--- config.mk ---
export PLATFORM = sky130hd
export DESIGN_NAME = elevator_call_dispatcher
export DESIGN_NICKNAME = d
export VERILOG_FILES = /design/src/rtl/elevator_call_dispatcher.sv
export SDC_FILE = /design/constraint.sdc
export NUM_CORES = 1
export LEC_CHECK = 0
export CAP_MARGIN = 25
export CORE_MARGIN = 8
export CORE_UTILIZATION = 57
export DETAILED_ROUTE_END_ITERATION = 8
export PLACE_DENSITY = 0.87
export SYNTH_ARGS = -nofsm -noshare
export SYNTH_HDL_FRONTEND = slang
export SYNTH_SLANG_ARGS = --single-unit
--- constraint.sdc ---
create_clock -name clk -period 4.45 [get_ports clk]
set_input_delay 1.335 -clock clk [delete_from_list [all_inputs] [get_ports clk]]
set_output_delay 1.335 -clock clk [all_outputs]
set_load 0.01 [all_outputs]
--- src/rtl/elevator_call_dispatcher.sv ---
// Collects floor call-button presses, keeps one call per floor and issues them one at a time
// to the elevator controller, choosing the next floor from the current travel direction.
module elevator_call_dispatcher #(
    parameter int unsigned NUM_FLOORS = 8,
    parameter int unsigned ISSUE_GAP  = 4
) (
    input  logic                  clk,
    input  logic                  rst,
    input  logic [NUM_FLOORS-1:0] call_btn,
    input  logic [3:0]            current_floor,
    input  logic                  elevator_direction,
    input  logic                  door_open,
    output logic [3:0]            requested_floor,
    output logic [NUM_FLOORS-1:0] call_lamp
);

    localparam int unsigned GapW = (ISSUE_GAP > 2) ? $clog2(ISSUE_GAP) : 1;
    localparam logic [GapW-1:0] GapLoad = GapW'((ISSUE_GAP > 0) ? (ISSUE_GAP - 1) : 0);

    typedef enum logic [1:0] {
        StIdle,
        StHold,
        StGap
    } state_e;

    state_e                state_q, state_d;
    logic [GapW-1:0]       gap_q, gap_d;
    logic [3:0]            req_q, req_d;
    logic [NUM_FLOORS-1:0] sync1_q, sync2_q, sync3_q;
    logic [NUM_FLOORS-1:0] pend_q, pend_d;
    logic [NUM_FLOORS-1:0] iss_q, iss_d;
    logic [NUM_FLOORS-1:0] lamp_q, lamp_d;

    logic [NUM_FLOORS-1:0] rise;
    logic [NUM_FLOORS-1:0] served;
    logic [NUM_FLOORS-1:0] cand;
    logic [NUM_FLOORS-1:0] issue_vec;
    logic [3:0]            cf_eff;
    logic [3:0]            prim_sel, sec_sel, sel;
    logic                  prim_vld, sec_vld, sel_vld;
    logic                  issue;

    assign rise = sync2_q & ~sync3_q;

    always_comb begin
        served = '0;
        for (int f = 1; f <= NUM_FLOORS; f++) begin
            if (door_open && current_floor == 4'(f)) begin
                served[f-1] = 1'b1;
            end
        end
    end

    assign cand   = pend_q & ~served;
    assign cf_eff = (current_floor == 4'd0 || current_floor > 4'(NUM_FLOORS)) ? 4'd1
                                                                              : current_floor;

    // Primary pick continues in the travel direction; secondary reverses when nothing is ahead.
    always_comb begin
        prim_sel = 4'd0;
        prim_vld = 1'b0;
        sec_sel  = 4'd0;
        sec_vld  = 1'b0;
        if (elevator_direction) begin
            for (int f = NUM_FLOORS; f >= 1; f--) begin
                if (cand[f-1] && 4'(f) >= cf_eff) begin
                    prim_sel = 4'(f);
                    prim_vld = 1'b1;
                end
            end
            for (int f = 1; f <= NUM_FLOORS; f++) begin
                if (cand[f-1] && 4'(f) < cf_eff) begin
                    sec_sel = 4'(f);
                    sec_vld = 1'b1;
                end
            end
        end else begin
            for (int f = 1; f <= NUM_FLOORS; f++) begin
                if (cand[f-1] && 4'(f) <= cf_eff) begin
                    prim_sel = 4'(f);
                    prim_vld = 1'b1;
                end
            end
            for (int f = NUM_FLOORS; f >= 1; f--) begin
                if (cand[f-1] && 4'(f) > cf_eff) begin
                    sec_sel = 4'(f);
                    sec_vld = 1'b1;
                end
            end
        end
        sel     = prim_vld ? prim_sel : sec_sel;
        sel_vld = prim_vld | sec_vld;
    end

    always_comb begin
        state_d = state_q;
        gap_d   = gap_q;
        req_d   = 4'd0;
        issue   = 1'b0;
        case (state_q)
            StIdle: begin
                if (sel_vld) begin
                    req_d   = sel;
                    issue   = 1'b1;
                    state_d = StHold;
                end
            end
            StHold: begin
                if (ISSUE_GAP > 0) begin
                    state_d = StGap;
                    gap_d   = GapLoad;
                end else begin
                    state_d = StIdle;
                end
            end
            StGap: begin
                if (gap_q == '0) begin
                    state_d = StIdle;
                end else begin
                    gap_d = gap_q - GapW'(1);
                end
            end
            default: state_d = StIdle;
        endcase
    end

    // Service beats issue, issue beats a new press; presses on an issued floor are dropped.
    always_comb begin
        issue_vec = '0;
        pend_d    = pend_q;
        iss_d     = iss_q;
        for (int f = 1; f <= NUM_FLOORS; f++) begin
            if (issue && sel == 4'(f)) begin
                issue_vec[f-1] = 1'b1;
            end
        end
        for (int i = 0; i < NUM_FLOORS; i++) begin
            if (served[i]) begin
                pend_d[i] = 1'b0;
                iss_d[i]  = 1'b0;
            end else if (issue_vec[i]) begin
                pend_d[i] = 1'b0;
                iss_d[i]  = 1'b1;
            end else if (rise[i] && !iss_q[i]) begin
                pend_d[i] = 1'b1;
            end
        end
        lamp_d = pend_d | iss_d;
    end

    always_ff @(posedge clk) begin
        if (rst) begin
            sync1_q <= '0;
            sync2_q <= '0;
            sync3_q <= '0;
            pend_q  <= '0;
            iss_q   <= '0;
            lamp_q  <= '0;
            req_q   <= 4'd0;
            gap_q   <= '0;
            state_q <= StIdle;
        end else begin
            sync1_q <= call_btn;
            sync2_q <= sync1_q;
            sync3_q <= sync2_q;
            pend_q  <= pend_d;
            iss_q   <= iss_d;
            lamp_q  <= lamp_d;
            req_q   <= req_d;
            gap_q   <= gap_d;
            state_q <= state_d;
        end
    end

    assign requested_floor = req_q;
    assign call_lamp       = lamp_q;

endmodule

# Yosys cells after proc, flatten, opt, wreduce, memory -nomap -nowiden
# Index checks and enable logic that the tools add are counted.
# op_classes
muxes	133
n_lt_le_gt_ge	33
reduce_logical	72
eq_ne	21
bitwise	8
addsub	1
# ops
cell	count
4-bit 2-to-1 mux	34
1-bit 2-to-1 mux	94
1-bit logical AND	56
4-bit by 3-bit equality test with 1-bit output, second input constant	8
8-bit bitwise AND	2
4-bit by 2-bit equality test with 1-bit output, second input constant	4
3-bit by 4-bit >= comparator with 1-bit output, first input constant	4
3-bit by 4-bit greater-than comparator with 1-bit output, first input constant	4
3-bit by 4-bit less-or-equal comparator with 1-bit output, first input constant	4
3-bit by 4-bit < comparator with 1-bit output, first input constant	4
8-bit NOT	2
4-bit by 1-bit equality test with 1-bit output, second input constant	2
4-bit equality test, second input constant	2
2-bit by 4-bit >= comparator with 1-bit output, first input constant	2
2-bit by 4-bit greater-than comparator with 1-bit output, first input constant	2
2-bit by 4-bit less-or-equal comparator with 1-bit output, first input constant	2
1-bit zero test	8
2-bit by 4-bit < comparator with 1-bit output, first input constant	2
8-bit OR	1
2-bit 2-to-1 mux	3
2-bit != test, second input constant	3
2-bit one-hot mux with 3 select lines	1
1-bit by 4-bit >= comparator with 1-bit output, first input constant	1
4-bit >= comparator, first input constant	1
19 further kinds	22
# totals
in_bits	16
output_inout_bits	12
word_cells	277
ff_bits	56

# Depth between registers and ports, before layout
# Gate-level depths: netlist of the first run.
# depth
ltp_word	23
depth_mapped	11
mapped_depth_nobuf	7

# Worst setup path after synthesis of the first run
# No wires, ideal clock.
# synth_timing
kind	input port to flip-flop
start	input port current_floor[2]
end	register iss_q[4]
slack_ps	729
path_buffers	3
arrival_ps	3637
cell_stages	10
path_cell_list	clkbuf_1 > or4b_1 > buf_6 > buf_8 > o211a_1 > o21ba_1 > and4_4 > o22a_1 > or4_4 > o31ai_2
# synth_via
elab_chain_cells	22
word_cells_on_any_way	171
# synth_rtl
element	line	rtl
start, declared	10	input logic [3:0] current_floor,
parallel branches: the longest is 21 deep, another holds 4-bit greater-than comparator	-	
1-bit 2-to-1 mux (*)	138	if (served[i]) begin
end signal, assigned	167	iss_q <= iss_d;
end, declared	31	logic [NUM_FLOORS-1:0] iss_q, iss_d;
# Mark *: on every way between the ends.
# A chain may end at the register's enable or synchronous reset.

# Final worst setup path of the first run
# layout_timing
start	input port current_floor[0]
end	register pend_q[1]
# layout_via
elab_chain_cells	22
word_cells_on_any_way	171
# layout_rtl
element	line	rtl
parallel branches: the longest is 21 deep, another holds 4-bit greater-than comparator	-	
1-bit 2-to-1 mux (*)	138	
end signal, assigned	166	pend_q <= pend_d;
end, declared	30	logic [NUM_FLOORS-1:0] pend_q, pend_d;
# Marked as above.

==> results of run 1 <==
## cell usage after synthesis, types with 3 or more instances
cell type | number | area (um^2)
a211oi_1 | 3 | 22.52
o21ai_1 | 3 | 15.01
o211ai_1 | 10 | 75.07
nor2_1 | 28 | 105.1
buf_2 | 4 | 20.02
nor3_1 | 5 | 25.02
nand2b_1 | 7 | 43.79
o221ai_1 | 4 | 35.03
clkbuf_1 | 19 | 71.32
nand2_1 | 20 | 75.07
o31ai_1 | 4 | 30.03
a21boi_0 | 4 | 30.03
o221a_2 | 3 | 33.78
a31oi_1 | 11 | 68.82
nor2b_1 | 41 | 256.5
or2_2 | 3 | 18.77
nand4_1 | 4 | 25.02
o21ai_0 | 15 | 75.07
a21oi_1 | 14 | 70.07
o211a_1 | 3 | 30.03
and3_1 | 4 | 25.02
a311oi_1 | 3 | 26.28
inv_1 | 16 | 60.06
nor3b_1 | 6 | 45.04
nand3_1 | 6 | 30.03
dfxtp_1 | 56 | 1121
o31a_1 | 5 | 43.79
## flip-flops by register name (all words and copies together) (netlist names)
name             cells
sync1_q              8
gap_q                2
pend_q               8
state_q              2
requested_floor      4
sync3_q              8
sync2_q              8
iss_q                8
call_lamp            8
## per-layer routing
metal	up-vias	GRT usage [%]	wire length, um
met5	-	0	0
met1	1309	25.01	3236
met2	152	32.59	3474
met3	16	5.200	670
met4	0	7.834	168
li1	1350	-	-
## worst paths after layout
check              startpoint          to  cells past startpoint
max          current_floor[0]   pend_q[1]                      8
min                sync1_q[0]  sync2_q[0]                      1
min reg2reg        sync1_q[0]  sync2_q[0]                      1
max reg2reg         pend_q[4]    iss_q[4]                      7
## through the flow
step | util, % | cells | setup WS [ns]
2_1_floorplan | - | 356 | 0.7290
3_3_place_gp | 66.46 | 445 | 0.1763
3_5_place_dp | 66.46 | 445 | 0.09955
4_1_cts | 68.25 | 453 | 0.4286
5_1_grt | 68.25 | 453 | 0.1825
6_report | 68.25 | 453 | 0.3687
## cell type report
class	instances	area, um^2
clock inverters	3	22.52
repair buffers	47	445.4
multi-input cells	256	1680
flip-flops and latches	56	1121
fillers	425	1622
inverters	16	60.06
well taps	70	87.58
clock buffers	5	68.82
## report_power, final
| group | internal (mW) | switching [mW] | total (mW) |
|---|---|---|---|
| clock | 0.113 | 0.161 | 0.274 |
| combinational | 0.145 | 0.170 | 0.316 |
| sequential | 0.541 | 0.0337 | 0.575 |
## kinds of logic (layout without fill, tap and decap cells)
| kind of cell | Yosys count | after routing | synth area share [%] |
|---|---|---|---|
| AND/OR/NAND/NOR | 143 | 143 | 27.84 |
| AO/OA/AOI/OAI | 111 | 111 | 27.39 |
| flip-flops | 56 | 56 | 37.35 |
| buffers and inverters | 44 | 71 | 6.669 |
| adder cells (fa/ha/maj) | 1 | 1 | 0.4168 |
| multiplexers | 1 | 1 | 0.3335 |
==> metrics.csv, run 1 <==
stage,metric,value,unit
cells_and_area,antenna cells,0,
die,Die Ht,88.57,um
global_route,initial antenna violation count,0,
setup_path,Worst EP arrival,4.30,ns
cells_and_area,post-route cell area,3486,um^2
route,DRC,0,
die,I/O pins,28,
clock_tree,total CTS buffers,5,
clock_tree,clock sinks,56,
global_route,first-pass GRT wire length,12430,um
die,initial core utilization,58.77,%
global_route,vias in the first global route,2593,
pwr,Leak,1.317,nW
route,Routed WL per cell,16.66,um
die,die width,88.57,um
setup_path,"CP delay by family, top",simple AND/OR/NAND/NOR gates,
yosys,Gate Count Post-Synth,356,
timing,Slew @ Worst Pin,0.6116,ns
pwr,worst vdd ir,0.2472,mV
clock_tree,CTS tree,built,
setup_path,Critical Path RT,4.67,ns
die,Core ar.,5107,um^2
yosys,Mapped Avg Cell Area,8.432,um^2
setup_path,slowest CP cell,or4b_1,
yosys,Post-synth EDFFs,0,
timing,crit share post-route,91.72,%
timing,Slew headroom,59.10,%
global_route,gr usage total,20.18,%
pwr,Power per Cell Area,334.0,nW/um^2
timing,count of final setup violators,0,
yosys,Synth Cell Area,3002,um^2
status,outcome,"complete, no violations",
clock_tree,post-cts resize count,0,
timing,post-route clock skew,0.01073,ns
die,Die ar.,7844,um^2
setup_path,largest stage delay on the critical path,0.72,ns
timing,final hold vios,0,
global_route,pin count of the biggest net entering global routing,27,
run,Max Cap Violations,0,
clock_tree,# H-tree levels,2,
placed_design,Placed Area,3395,um^2
cells_and_area,Final #Nets,399,
timing,min Tclk post-route,4.081,ns
cells_and_area,"most common cell after layout, fill and taps aside",dfxtp_1,
route,Via-to-Cell Ratio,6.241,
timing,maximum clock frequency,245.0,MHz
clock_tree,clock latency on the worst-skew pair,0.31,ns
setup_path,Crit Path Class,in2reg,
yosys,post-synth cell types,70,
setup_path,CP bufs+invs,1,
yosys,Synthesized Nets,373,
cells_and_area,fraction of layout cells with a size suffix above 1,12.27,%
yosys,most used flip-flop cell after synthesis,dfxtp_1,
route,detailed-route via count,2827,
clock_tree,CTS Buffer Depth,2,
yosys,YS warnings,0,
cells_and_area,most frequent cells in the layout,"dfxtp_1, nor2b_1, nor2_1, clkdlybuf4s50_1, nand2_1",
yosys,asr flop ratio synth,0,%
route,First DRT Iteration DRCs,344,
placed_design,PortBufs,27,
cells_and_area,area grow syn2layout,16.13,%
timing,Max Slew Vio Count,0,
setup_path,critical path launch point type,primary input,
pwr,total power,1.164,mW
placed_design,detailed placement HPWL,5594,um
setup_path,critical-path maximum fanout,10,
timing,RSZ-0062 raised after global routing,false,
die,row cnt,26,
clock_tree,Worst-path clk slew,0.10,ns
yosys,#FFs+latches synth,56,
setup_path,worst path cell trace,"clkdlybuf4s50_1, or4b_1, o211ai_1, nand4b_2, nor4_1, o221a_2, o2111ai_2, o221a_2",
placed_design,gp weighted congestion,1.072,
setup_path,R2R setup slack,1.65,ns
clock_tree,Post-CTS Setup Inserts,0,
route,final WL,7549,um
setup_path,Crit. End Element,register,
timing,setup TNS,0,ns
global_route,total gr overflow,0,
hold_path,hold crit path type,reg2reg,
clock_tree,root buffer cell,clkbuf_8,
timing,Fin Hold WS,0.4422,ns
yosys,register area share after synthesis,37.35,%
route,Routed Antenna Nets,0,
route,Pre-antenna DRT Iters,5,
clock_tree,Hold Buf Count CTS,0,
setup_path,"most used cell, CP",o221a_2,
No activity file was read; power rests on OpenSTA's default activity.
==> run 2, diff against run 1 <==
- GPL_ROUTABILITY_DRIVEN: not set -> 0
==> metrics.csv, run 2 (synthesized netlist as in run 1, its figures left out) <==
stage,metric,value,unit,change
status,outcome,"complete, no violations",,
placed_design,detailed placement HPWL,5297,um,-5.3%
global_route,initial antenna violation count,0,,unchanged
clock_tree,CTS tree,built,,
cells_and_area,fraction of layout cells with a size suffix above 1,11.78,%,-0.49 points
setup_path,Crit. End Element,register,,
clock_tree,Hold Buf Count CTS,0,,unchanged
route,Routed WL per cell,16.22,um,-2.7%
die,I/O pins,28,,unchanged
route,DRC,0,,unchanged
setup_path,Worst EP arrival,4.34,ns,+0.04 ns
cells_and_area,area grow syn2layout,15.38,%,
timing,maximum clock frequency,241.9,MHz,-1.3%
timing,final hold vios,0,,unchanged
pwr,Switching Share,31.04,%,-0.33 points
pwr,combinational share of power,26.9,%,-0.2 points
timing,count of final setup violators,0,,unchanged
setup_path,critical-path maximum fanout,11,,+1
route,Via-to-Cell Ratio,6.285,,+0.72%
global_route,pin count of the biggest net entering global routing,27,,unchanged
cells_and_area,"most common cell after layout, fill and taps aside",dfxtp_1,,
pwr,internal power,794.8,uW,-0.53%
cells_and_area,antenna cells,0,,unchanged
route,First DRT Iteration DRCs,264,,-23%
timing,fin worst setup slack,0.3168,ns,-0.05187 ns
route,detailed-route via count,2841,,+0.50%
cells_and_area,most frequent cells in the layout,"dfxtp_1, nor2b_1, nor2_1, clkdlybuf4s50_1, nand2_1",,
clock_tree,clock sinks,56,,unchanged
pwr,sequential fraction of design power,49.9,%,+0.5 points
route,Routed Antenna Nets,0,,unchanged
clock_tree,clock latency on the worst-skew pair,0.31,ns,about the same
pwr,clock network power share,23.2,%,-0.3 points
timing,RSZ-0062 raised after global routing,false,,
die,Core ar.,5107,um^2,unchanged
global_route,gr usage total,19.78,%,-0.41 points
die,initial core utilization,58.77,%,unchanged
die,row cnt,26,,unchanged
setup_path,critical path launch point type,primary input,,
setup_path,Critical Path RT,4.66,ns,about the same
timing,Max Slew Vio Count,0,,unchanged
clock_tree,CTS Buffer Depth,2,,unchanged
timing,setup TNS,0,ns,unchanged
timing,Slew @ Worst Pin,0.5855,ns,-0.02610 ns
setup_path,Crit Path Class,in2reg,,
pwr,Switch Pwr,357.7,uW,-2.1%
pwr,Power per Cell Area,332.8,nW/um^2,-0.37%
global_route,total gr overflow,0,,unchanged
placed_design,PortBufs,27,,unchanged
timing,crit share post-route,92.88,%,+1.2 points
clock_tree,root buffer cell,clkbuf_8,,
timing,Slew headroom,60.85,%,+1.7 points
clock_tree,total CTS buffers,5,,unchanged
cells_and_area,Final #Nets,398,,-0.25%
clock_tree,post-cts resize count,0,,unchanged
route,final WL,7330,um,-2.9%
hold_path,hold crit path type,reg2reg,,
pwr,worst vdd ir,0.2376,mV,-3.9%
clock_tree,# H-tree levels,2,,unchanged
route,Pre-antenna DRT Iters,5,,unchanged
global_route,first-pass GRT wire length,12410,um,-0.10%
run,Max Cap Violations,0,,unchanged
pwr,Leak,1.301,nW,-1.2%
die,die width,88.57,um,unchanged
global_route,vias in the first global route,2692,,+3.8%
clock_tree,Post-CTS Setup Inserts,0,,unchanged
die,Die ar.,7844,um^2,unchanged
timing,post-route clock skew,0.009852,ns,-0.0008789 ns
die,Die Ht,88.57,um,unchanged
timing,min Tclk post-route,4.133,ns,+0.05187 ns
clock_tree,Worst-path clk slew,0.10,ns,about the same
placed_design,Place WS,0.03677,ns,-0.06278 ns
[run 2: worst paths after layout]
kind / startpoint / to / slack [ns] / depth (start not counted)
worst max-delay path: current_floor[0] / pend_q[1] / 0.32 / 8
worst min-delay path: sync1_q[1] / sync2_q[1] / 0.44 / 1
worst max register to register: pend_q[4] / pend_q[1] / 1.61 / 7
worst min register to register: sync1_q[1] / sync2_q[1] / 0.44 / 1
[run 2: stage by stage]
stage / hold slack (ns) / std cells / utilization, % / area [um^2] / total power [mW]
after global routing: 0.4614 / 452 / 67.81 / 3463 / 1.217
after floorplan: 0.4138 / 356 / - / 3002 / 0.7893
final: 0.4442 / 452 / 67.81 / 3463 / 1.153
after CTS: 0.4457 / 452 / 67.81 / 3463 / 1.152
after global placement: 0.4149 / 444 / 66.07 / 3374 / 0.8775
after detailed placement: 0.4247 / 444 / 66.07 / 3374 / 0.8872
[run 2: layout make-up]
class / count / area [um^2]
multi-input cells: 256 / 1680
fillers: 406 / 1644
flip-flops and latches: 56 / 1121
repair buffers: 46 / 425.4
well taps: 70 / 87.58
clock buffers: 6 / 72.57
inverters: 16 / 60.06
clock inverters: 2 / 16.27
[run 2: worst max-delay path, stage by stage]
cell and delay [ns]:
clkdlybuf4s50_1 0.46, or4b_1 0.73, o211ai_1 0.26, nand4b_2 0.23
nor4_1 0.44, o221a_2 0.35, o2111ai_2 0.20, o221a_2 0.32
[run 2: metal layers]
layer  global-route usage, %  wire [um]  vias up
met5                       0          0        -
met4                   8.295        189        0
met3                   4.735        631       27
met2                   31.03       3349      148
met1                   25.23       3160     1318
li1                        -          -     1348
[run 2: power groups by stage]
stage,clock [mW],combinational (mW),sequential [mW]
global route,0.296,0.340,0.581
detailed placement,0,0.302,0.585
CTS,0.273,0.305,0.574
finish,0.268,0.309,0.575
global placement,0,0.294,0.583
floorplan,0,0.215,0.574
